<file path="config.mk">
export PLATFORM = sky130hd
export DESIGN_NAME = icache_dm_flat
export DESIGN_NICKNAME = d
export VERILOG_FILES = /design/src/rtl/icache_dm_pkg.sv /design/src/rtl/icache_dm_if.sv /design/src/rtl/icache_dm_store.sv /design/src/rtl/icache_dm.sv /design/src/flat_wrapper.sv
export SDC_FILE = /design/constraint.sdc
export NUM_CORES = 2
export LEC_CHECK = 0
export ABC_CLOCK_PERIOD_IN_PS = 6240
export CORE_MARGIN = 1.5
export CORE_UTILIZATION = 40
export CTS_CLUSTER_SIZE = 10
export DETAILED_ROUTE_END_ITERATION = 8
export PLACE_DENSITY = 0.63
export SKIP_LAST_GASP = 1
export SYNTH_ARGS = -nofsm -noshare
export SYNTH_HDL_FRONTEND = slang
export SYNTH_SLANG_ARGS = --single-unit
</file>
<file path="constraint.sdc">
create_clock -name clk -period 6.24 [get_ports clk]
set_clock_uncertainty 0.05 [all_clocks]
set_input_delay 0.936 -clock clk [delete_from_list [all_inputs] [get_ports clk]]
set_output_delay 0.936 -clock clk [all_outputs]
set_load 0.05 [all_outputs]
</file>
<file path="src/rtl/icache_dm_pkg.sv">
`default_nettype none
// ============================================================================
//  Module      : icache_dm_pkg
//  Description : Shared widths and FSM state encoding for the direct-mapped
//                instruction cache.
//  Revision    : 1.0 - initial release
// ============================================================================
package icache_dm_pkg;

  localparam int DATA_W     = 32;
  localparam int LINE_WORDS = 4;
  localparam int NUM_LINES  = 16;

  // Default address split: offset [3:2], index [7:4], tag [31:8]
  localparam int OFF_W = $clog2(LINE_WORDS);
  localparam int IDX_W = $clog2(NUM_LINES);
  localparam int TAG_W = DATA_W - OFF_W - IDX_W - 2;

  typedef enum logic [0:0] {
    ST_IDLE   = 1'b0,
    ST_REFILL = 1'b1
  } state_t;

endpackage
`default_nettype wire

</file>
<file path="src/rtl/icache_dm_if.sv">
`default_nettype none
// ============================================================================
//  Module      : icache_dm_if
//  Description : Fetch-side and refill-side signal bundle of the instruction
//                cache. The cache is the slave; core + memory are the master.
//  Revision    : 1.0 - initial release
// ============================================================================
interface icache_dm_if #(
  parameter int DATA_W = 32
);
  logic [DATA_W-1:0] pc_i;
  logic [DATA_W-1:0] instr_o;
  logic              instr_valid_o;
  logic              flush_i;
  logic              mem_req_o;
  logic [DATA_W-1:0] mem_addr_o;
  logic [DATA_W-1:0] mem_rdata_i;
  logic              mem_rvalid_i;

  modport slave (
    input  pc_i, flush_i, mem_rdata_i, mem_rvalid_i,
    output instr_o, instr_valid_o, mem_req_o, mem_addr_o
  );

  modport master (
    output pc_i, flush_i, mem_rdata_i, mem_rvalid_i,
    input  instr_o, instr_valid_o, mem_req_o, mem_addr_o
  );
endinterface
`default_nettype wire

</file>
<file path="src/rtl/icache_dm_store.sv">
`default_nettype none
// ============================================================================
//  Module      : icache_dm_store
//  Description : Valid/tag/data arrays of the cache. One combinational read
//                port, one word write port with tag write + valid set, and a
//                global invalidate. Only the valid bits are reset.
//  Revision    : 1.0 - initial release
// ============================================================================
module icache_dm_store #(
  parameter int DATA_W     = 32,
  parameter int LINE_WORDS = 4,
  parameter int NUM_LINES  = 16,
  parameter int TAG_W      = 24
) (
  input  wire logic                          clk,
  input  wire logic                          rst_n,
  // lookup port
  input  wire logic [$clog2(NUM_LINES)-1:0]  i_rd_idx,
  input  wire logic [$clog2(LINE_WORDS)-1:0] i_rd_off,
  output logic                               o_rd_valid,
  output logic [TAG_W-1:0]                   o_rd_tag,
  output logic [DATA_W-1:0]                  o_rd_word,
  // refill port
  input  wire logic                          i_wr_en,
  input  wire logic [$clog2(NUM_LINES)-1:0]  i_wr_idx,
  input  wire logic [$clog2(LINE_WORDS)-1:0] i_wr_off,
  input  wire logic [DATA_W-1:0]             i_wr_data,
  input  wire logic                          i_tag_wr,
  input  wire logic [TAG_W-1:0]              i_tag,
  input  wire logic                          i_set_valid,
  input  wire logic                          i_inval
);

  logic [NUM_LINES-1:0] r_valid;
  logic [TAG_W-1:0]     r_tag  [NUM_LINES];
  logic [DATA_W-1:0]    r_data [NUM_LINES][LINE_WORDS];

  assign o_rd_valid = r_valid[i_rd_idx];
  assign o_rd_tag   = r_tag[i_rd_idx];
  assign o_rd_word  = r_data[i_rd_idx][i_rd_off];

  // Valid bits: invalidate beats a simultaneous line completion
  always_ff @(posedge clk or negedge rst_n) begin
    if (!rst_n) begin
      r_valid <= '0;
    end else if (i_inval) begin
      r_valid <= '0;
    end else if (i_tag_wr && i_set_valid) begin
      r_valid[i_wr_idx] <= 1'b1;
    end
  end

  // Tag and data arrays are qualified by the valid bits, so no reset
  always_ff @(posedge clk) begin
    if (i_wr_en) begin
      r_data[i_wr_idx][i_wr_off] <= i_wr_data;
    end
    if (i_tag_wr) begin
      r_tag[i_wr_idx] <= i_tag;
    end
  end

endmodule
`default_nettype wire

</file>
<file path="src/rtl/icache_dm.sv">
`default_nettype none
// ============================================================================
//  Module      : icache_dm
//  Description : Direct-mapped read-only instruction cache. 0-cycle hit path
//                to the fetch stage; misses refill a whole line one beat at a
//                time with a single outstanding request.
//  Revision    : 1.0 - initial release
// ============================================================================
module icache_dm #(
  parameter int DATA_W     = icache_dm_pkg::DATA_W,
  parameter int LINE_WORDS = icache_dm_pkg::LINE_WORDS,
  parameter int NUM_LINES  = icache_dm_pkg::NUM_LINES
) (
  input  wire logic  clk,
  input  wire logic  rst_n,
  icache_dm_if.slave bus
);
  import icache_dm_pkg::*;

  localparam int c_OFF_W = $clog2(LINE_WORDS);
  localparam int c_IDX_W = $clog2(NUM_LINES);
  localparam int c_LO    = c_OFF_W + 2;
  localparam int c_TAG_W = DATA_W - c_LO - c_IDX_W;

  state_t               r_state;
  logic [c_OFF_W-1:0]   r_beat;
  logic [c_IDX_W-1:0]   r_base_idx;
  logic [c_TAG_W-1:0]   r_base_tag;
  logic                 r_discard;
  logic                 r_req;
  logic [DATA_W-1:0]    r_addr;

  logic [c_OFF_W-1:0]   w_off;
  logic [c_IDX_W-1:0]   w_idx;
  logic [c_TAG_W-1:0]   w_tag;
  logic                 w_rd_valid;
  logic [c_TAG_W-1:0]   w_rd_tag;
  logic [DATA_W-1:0]    w_rd_word;
  logic                 w_hit;
  logic                 w_take;
  logic                 w_last;
  logic                 w_unused;

  assign w_off    = bus.pc_i[c_LO-1:2];
  assign w_idx    = bus.pc_i[c_LO+c_IDX_W-1:c_LO];
  assign w_tag    = bus.pc_i[DATA_W-1:c_LO+c_IDX_W];
  assign w_unused = ^bus.pc_i[1:0];

  // Lookup is blocked during a refill: no bypass of the arriving word
  assign w_hit  = w_rd_valid && (w_rd_tag == w_tag) && (r_state == ST_IDLE);
  assign w_take = (r_state == ST_REFILL) && bus.mem_rvalid_i;
  assign w_last = w_take && (r_beat == c_OFF_W'(LINE_WORDS - 1));

  assign bus.instr_valid_o = w_hit;
  assign bus.instr_o       = w_hit ? w_rd_word : '0;
  assign bus.mem_req_o     = r_req;
  assign bus.mem_addr_o    = r_addr;

  icache_dm_store #(
    .DATA_W     (DATA_W),
    .LINE_WORDS (LINE_WORDS),
    .NUM_LINES  (NUM_LINES),
    .TAG_W      (c_TAG_W)
  ) u_store (
    .clk         (clk),
    .rst_n       (rst_n),
    .i_rd_idx    (w_idx),
    .i_rd_off    (w_off),
    .o_rd_valid  (w_rd_valid),
    .o_rd_tag    (w_rd_tag),
    .o_rd_word   (w_rd_word),
    .i_wr_en     (w_take),
    .i_wr_idx    (r_base_idx),
    .i_wr_off    (r_beat),
    .i_wr_data   (bus.mem_rdata_i),
    .i_tag_wr    (w_last),
    .i_tag       (r_base_tag),
    // a flush on the last beat must also leave the line invalid
    .i_set_valid (!r_discard && !bus.flush_i),
    .i_inval     (bus.flush_i)
  );

  // Refill FSM with registered request/address; the address walks base+4*beat
  always_ff @(posedge clk or negedge rst_n) begin
    if (!rst_n) begin
      r_state    <= ST_IDLE;
      r_beat     <= '0;
      r_base_idx <= '0;
      r_base_tag <= '0;
      r_discard  <= 1'b0;
      r_req      <= 1'b0;
      r_addr     <= '0;
    end else begin
      case (r_state)
        ST_IDLE: begin
          if (!bus.flush_i && !w_hit) begin
            r_state    <= ST_REFILL;
            r_beat     <= '0;
            r_base_idx <= w_idx;
            r_base_tag <= w_tag;
            r_discard  <= 1'b0;
            r_req      <= 1'b1;
            r_addr     <= {w_tag, w_idx, {c_LO{1'b0}}};
          end
        end
        ST_REFILL: begin
          if (bus.flush_i) begin
            r_discard <= 1'b1;
          end
          if (bus.mem_rvalid_i) begin
            if (w_last) begin
              r_state   <= ST_IDLE;
              r_beat    <= '0;
              r_discard <= 1'b0;
              r_req     <= 1'b0;
              r_addr    <= '0;
            end else begin
              r_beat <= r_beat + c_OFF_W'(1);
              r_addr <= r_addr + DATA_W'(4);
            end
          end
        end
        default: r_state <= ST_IDLE;
      endcase
    end
  end

endmodule
`default_nettype wire

</file>
<file path="src/flat_wrapper.sv">
// flat-port wrapper written by rule: the top's interface ports become plain ports
module icache_dm_flat import icache_dm_pkg::*;
#(
  parameter int DATA_W     = icache_dm_pkg::DATA_W,
  parameter int LINE_WORDS = icache_dm_pkg::LINE_WORDS,
  parameter int NUM_LINES  = icache_dm_pkg::NUM_LINES
)
  (clk, rst_n, bus_pc_i, bus_flush_i, bus_mem_rdata_i, bus_mem_rvalid_i, bus_instr_o, bus_instr_valid_o, bus_mem_req_o, bus_mem_addr_o);
  icache_dm_if #(.DATA_W(DATA_W)) bus_i ();
  input  wire logic clk;
  input  wire logic rst_n;
  input wire logic [$bits(bus_i.pc_i)-1:0] bus_pc_i;
  input wire logic [$bits(bus_i.flush_i)-1:0] bus_flush_i;
  input wire logic [$bits(bus_i.mem_rdata_i)-1:0] bus_mem_rdata_i;
  input wire logic [$bits(bus_i.mem_rvalid_i)-1:0] bus_mem_rvalid_i;
  output wire logic [$bits(bus_i.instr_o)-1:0] bus_instr_o;
  output wire logic [$bits(bus_i.instr_valid_o)-1:0] bus_instr_valid_o;
  output wire logic [$bits(bus_i.mem_req_o)-1:0] bus_mem_req_o;
  output wire logic [$bits(bus_i.mem_addr_o)-1:0] bus_mem_addr_o;
  assign bus_i.pc_i = bus_pc_i;
  assign bus_i.flush_i = bus_flush_i;
  assign bus_i.mem_rdata_i = bus_mem_rdata_i;
  assign bus_i.mem_rvalid_i = bus_mem_rvalid_i;
  assign bus_instr_o = bus_i.instr_o;
  assign bus_instr_valid_o = bus_i.instr_valid_o;
  assign bus_mem_req_o = bus_i.mem_req_o;
  assign bus_mem_addr_o = bus_i.mem_addr_o;
  icache_dm #(.DATA_W(DATA_W), .LINE_WORDS(LINE_WORDS), .NUM_LINES(NUM_LINES)) u_core (.clk(clk), .rst_n(rst_n), .bus(bus_i));
endmodule
</file>
# Word level (Yosys, flattened, before mapping)
# Memories as Yosys holds them, arrays and structs flattened.
# Index checks and enable logic that the tools add are counted.
[op_classes]
n_lt_le_gt_ge = 6
mux = 37
eq_ne = 5
n_reduce_logical = 16
addsub = 2
bitwise = 4
[op_table]
columns = ["cell", "count"]
rows = [
  ["$mux W32", 7],
  ["$mux W128", 1],
  ["$bmux W32 S2", 1],
  ["$demux W32 S2", 1],
  ["$pmux W32 S2", 1],
  ["$add A32 B3 Y32 const B", 1],
  ["$mux W16", 2],
  ["$eq A24 B24 Y1", 1],
  ["$or A16 B16 Y16", 1],
  ["$mux W1", 15],
  ["$lt A4 B5 Y1 const B", 2],
  ["$logic_and A1 B1 Y1", 9],
  ["$ge A3 B3 Y1 const B", 2],
  ["$mux W2", 3],
  ["$ne A2 B2 Y1 const B", 3],
  ["$not A2 Y3", 2],
  ["$pmux W1 S2", 3],
  ["$bmux W1 S4", 1],
  ["$demux W1 S4", 1],
  ["$ge A4 B1 Y1 const B", 1],
  ["$pmux W2 S2", 1],
  ["$reduce_and A2 Y1", 2],
  ["$logic_not A1 Y1", 3],
  ["$lt A3 B1 Y1 const B", 1],
  ["5 further kinds", 5],
]
[word_totals]
mem_count = 2
output_inout_bits = 66
ramBits = 2432
reg_bits = 81
inputBits = 68
wordCells = 80
[mem_list]
columns = ["name", "depth", "width", "read_ports", "rd_clocked_by_memory_dff", "wr", "line", "source"]
rows = [
  ["u_core.u_store.r_data", 16, 128, 1, 0, 1, "icache_dm_store.sv:36", "logic [DATA_W-1:0] r_data [NUM_LINES][LINE_WORDS];"],
  ["u_core.u_store.r_tag", 16, 24, 1, 0, 1, "icache_dm_store.sv:35", "logic [TAG_W-1:0] r_tag [NUM_LINES];"],
]

# Longest topological paths before layout
[depth]
ltp_word = 8
ltp_mapped = 15
ltp_nobuf = 10

# Modules after synthesis
# Synthesis repeated with hierarchy kept, for this count alone.
[unflattened]
hier_cells = 4400
area_unflattened_um2 = 96764.1
[modules_own_cells]
columns = ["module", "instances", "seq_area_each_um2", "cells_each", "area_each_um2"]
rows = [
  ["icache_dm_store", 1, 73430.4, 3985, 92944.1],
  ["icache_dm", 1, 1576.5, 415, 3819.9],
]

# Worst setup path after synthesis
# OpenSTA, ideal clock, no wires.
[synth_path]
kind = "input-to-output"
from = "in bus_pc_i[5]"
to = "out bus_instr_o[1]"
slack_ps = 663
path_buffers = 8
required_ps = 5254
stages = 12
arrival_ps = 4591
cell_sequence = "buf_2 -> buf_4 -> buf_4 -> buf_2 -> buf_2 -> clkbuf_1 -> buf_2 -> buf_1 -> mux4_2 -> mux4_2 -> nand2_1 -> a311oi_1"
[synth_via]
elab_chain_cells = 5
word_cells_on_any_way = 11
cone_classes = "eq/ne (1); mux (6); reduce/logical (2); memory (2)"
[synth_rtl]
columns = ["element", "line", "source"]
rows = [
  ["start, declared", "flat_wrapper.sv:12", "input wire logic [$bits(bus_i.pc_i)-1:0] bus_pc_i;"],
  ["$mem_v2 Z16 W24, or another cell as far along", "n/a", ""],
  ["$eq A24 B24 Y1, or another cell as far along", "icache_dm.sv:50", "assign w_hit = w_rd_valid && (w_rd_tag == w_tag) && (r_state == ST_IDLE);"],
  ["$logic_and A1 B1 Y1 or $mux W32 (tied branches) (2 in series)", "icache_dm.sv:50, icache_dm_store.sv:40", ""],
  ["$mux W32 *", "icache_dm.sv:55", "assign bus.instr_o = w_hit ? w_rd_word : '0;"],
  ["end, declared", "flat_wrapper.sv:16", "output wire logic [$bits(bus_i.instr_o)-1:0] bus_instr_o;"],
]
# Every way passes the cells marked *; elsewhere a longest branch is shown, timed or not. The select of a mux whose other input is x is not followed.

# Final worst setup path
[layout_path]
from = "in bus_pc_i[5]"
to = "out bus_instr_o[11]"
# Same word-level chain as after synthesis.

==> run_results.csv <==
group,metric,value,unit
cts,tritoncts,"built",
sta,hold_viol_final,0,
synth,ys_seq_area_frac,0.772,
grt,antenna_found_initial,23,
cts,cts_setup_buffers,0,
synth,synth_area_leader_cell,"edfxtp_1",
cts,clkLatencyLatePin,920,ps
sta,period_minus_slack,5860,ps
floorplanning,rows,180,
final_layout,layout-drive-gt1-share,0.304,
routing,drtIter0Drc,4891,
sta,finalSetupTns,0,ps
floorplanning,start_util,0.403,
setup_path,start_kind,"input pin",
sta,grt_setup_unrepaired,"no",
floorplanning,fp.dieW,496,um
sta,final.setup.worst_slack,382,ps
setup_path,crit_fanout,56,
cts,clk_pin_slew,50,ps
setup_path,worstPathRequired,5250,ps
sta,slew_violations,0,
synth,yosysUniqueCellTypes,70,
routing,wl,236,mm
job,maxCapViolations,0,
pwr,p_per_area,348,mW/mm^2
synth,async_flop_share,0.0315,
synth,yosys-top-cells-count,"edfxtp_1, mux4_2, clkbuf_1",
cts,cts_root_buf,"clkbuf_16",
synth,synth_area_leaders,"edfxtp_1, mux4_2, dfrtp_1",
synth,syn-cell-area,0.0971,sq mm
placed_design,gp_congestion,0.803,
synth,synth_most_common_cell,"edfxtp_1",
cts,cts_buffers,304,
sta,relSlewSlack,0.160,
grt,grt_pass1_wl,337,mm
setup_path,rrSetupSlack,2320,ps
pwr,vdd_drop_max,0.000183,V
placed_design,post-place-ws,410,ps
final_layout,nNetsFinal,4620,
grt,grt_usage,0.191,
routing,first_pass_iters,5,
floorplanning,die_h,496,um
setup_path,critical_path_class,"input pin to primary output",
cts,cts.sinks,2511,
final_layout,multi_input_area,0.0214,sq mm
floorplanning,ios,134,
synth,synth_edf_count,2432,
routing,wl_per_cell,30.1,um
routing,vias_per_cell,5.84,
synth,syn_inst,4155,
routing,drc_errors,0,
sta,finalSetupViolations,0,
grt,grt_overflow,0,
synth,synth_ff_type,"edfxtp_1",
status,status,"finished, final reports clean",
cts,cts_resized,0,
placed_design,hpwl,129,mm
synth,avgSynthCellArea,23.4,sq um
hold_path,hold_class,"input pin to async pin",
sta,max_freq,171,MHz
cts,h-tree-depth,5,
final_layout,seq_area,0.0750,sq mm
routing,ant_nets,0,
grt,grt_max_degree,147,
final_layout,fillers,19576,
floorplanning,core_region_area,0.241,sq mm
synth,yosysTopAreaCellShare,0.752,
pwr,p_total,38900,uW
sta,period_share,0.939,
sta,worst_pin_slew,1260,ps
pwr,p_leak,0.0350,uW
final_layout,syn_to_final_growth,15.1,%
synth,ys_ff_latch,2511,
cts,cts_buffer_depth,4,
floorplanning,dieArea,0.246,sq mm
setup_path,crit_arrival,4870,ps
routing,vias,45637,
setup_path,critPathCaptureType,"primary output",
placed_design,portBuffers,129,
synth,yosysWarnings,0,
grt,first_global_vias,46744,
## critical path, stage by stage
cell and delay [ps]:
buf_8 380, buf_4 420, mux4_2 350, mux2_2 300, or2_1 220, a221oi_2 230
nor2_1 150, nor4_2 270, nand4_4 300, buf_12 250, buf_4 170, a211oi_1 420
buf_4 210, buf_12 130
## per-stage QoR
stage / util / hold WS (ps) / area, sq um / cells
after detailed placement: 0.430 / 442 / 104000 / 7425
final: 0.464 / 436 / 112000 / 7815
after global placement: 0.430 / 424 / 104000 / 7425
after CTS: 0.464 / 377 / 112000 / 7810
after global routing: 0.464 / 446 / 112000 / 7812
after floorplan: - / 407 / 97100 / 4156
## worst paths after layout
path / from / to / cells past startpoint
min in group clk: u_core.u_store.r_valid[14] / u_core.u_store.r_valid[14] / 2
worst max-delay path: bus_pc_i[5] / bus_instr_o[11] / 14
worst min register to register: u_core.u_store.r_valid[14] / u_core.u_store.r_valid[14] / 2
worst max register to register: u_core.u_store.r_tag[6][3] / u_core.bus.mem_addr_o[22] / 12
max in group asynchronous: rst_n / u_core.r_base_tag[7] / 3
worst min-delay path: rst_n / u_core.r_base_tag[23] / 2
## kinds of logic (layout without fill, tap and decap cells)
| logic type | Yosys count | count (layout) | share of synthesized area |
|---|---|---|---|
| other cells | 1 | 7 | 0.0000386 |
| fa+ha+maj | 5 | 5 | 0.000644 |
| compound gates | 204 | 204 | 0.0158 |
| simple gates | 301 | 301 | 0.0147 |
| xor+xnor | 28 | 28 | 0.00253 |
| buf+inv | 252 | 721 | 0.0119 |
| flops | 2511 | 2511 | 0.772 |
| mux | 853 | 853 | 0.182 |
## power breakdown
part	internal, uW	leakage [uW]	switching (uW)	total (uW)
sequential	19600	0.0229	637	20200
combinational	1240	0.00810	2280	3520
clock	9030	0.00401	6140	15200
total	29900	0.0350	9050	38900
## routing by layer
layer	track usage	part of all wire	vias up
met5	0	0.00047	-
met3	0.0346	0.072	363
met1	0.263	0.41	24894
li1	-	-	18486
met4	0.0535	0.024	18
met2	0.314	0.50	1876
## registers in the layout, summed over array words and instances (netlist names)
name                    count
u_core.r_discard            1
u_core.r_state              1
u_core.u_store.r_valid     16
u_core.bus.mem_addr_o      30
u_core.bus.mem_req_o        1
u_core.r_base_tag          24
u_core.r_base_idx           4
u_core.u_store.r_data    2048
u_core.u_store.r_tag      384
u_core.r_beat               2
## layout by cell type (no fill, tap or decap), drive strengths merged, types with 18 or more instances in the layout
master	n
edfxtp	2432
mux4	726
clkbuf	374
buf	261
nor2	100
mux2i	89
dfrtp	79
nand2	70
clkdlybuf4s50	57
nor2b	39
mux2	38
a211oi	28
a22oi	26
nand3	25
a21oi	23
inv	20
a31oi	19
o2bb2ai	18
## area by class of cell
cell class	instances	area share
inverters	18	0.000672
flip-flops and latches	2511	0.671
multi-input cells	1393	0.192
well taps	3185	0.0357
repair buffers	319	0.0269
clock inverters	10	0.000952
clock buffers	374	0.0726
diodes	5	0.000112
## timing repair
item	CTS	global route
hold buffers	1	0
endpoints found under the hold margin	26	0
setup endpoints to repair	0	0
Note: power is estimated with default switching activity, not from simulation.
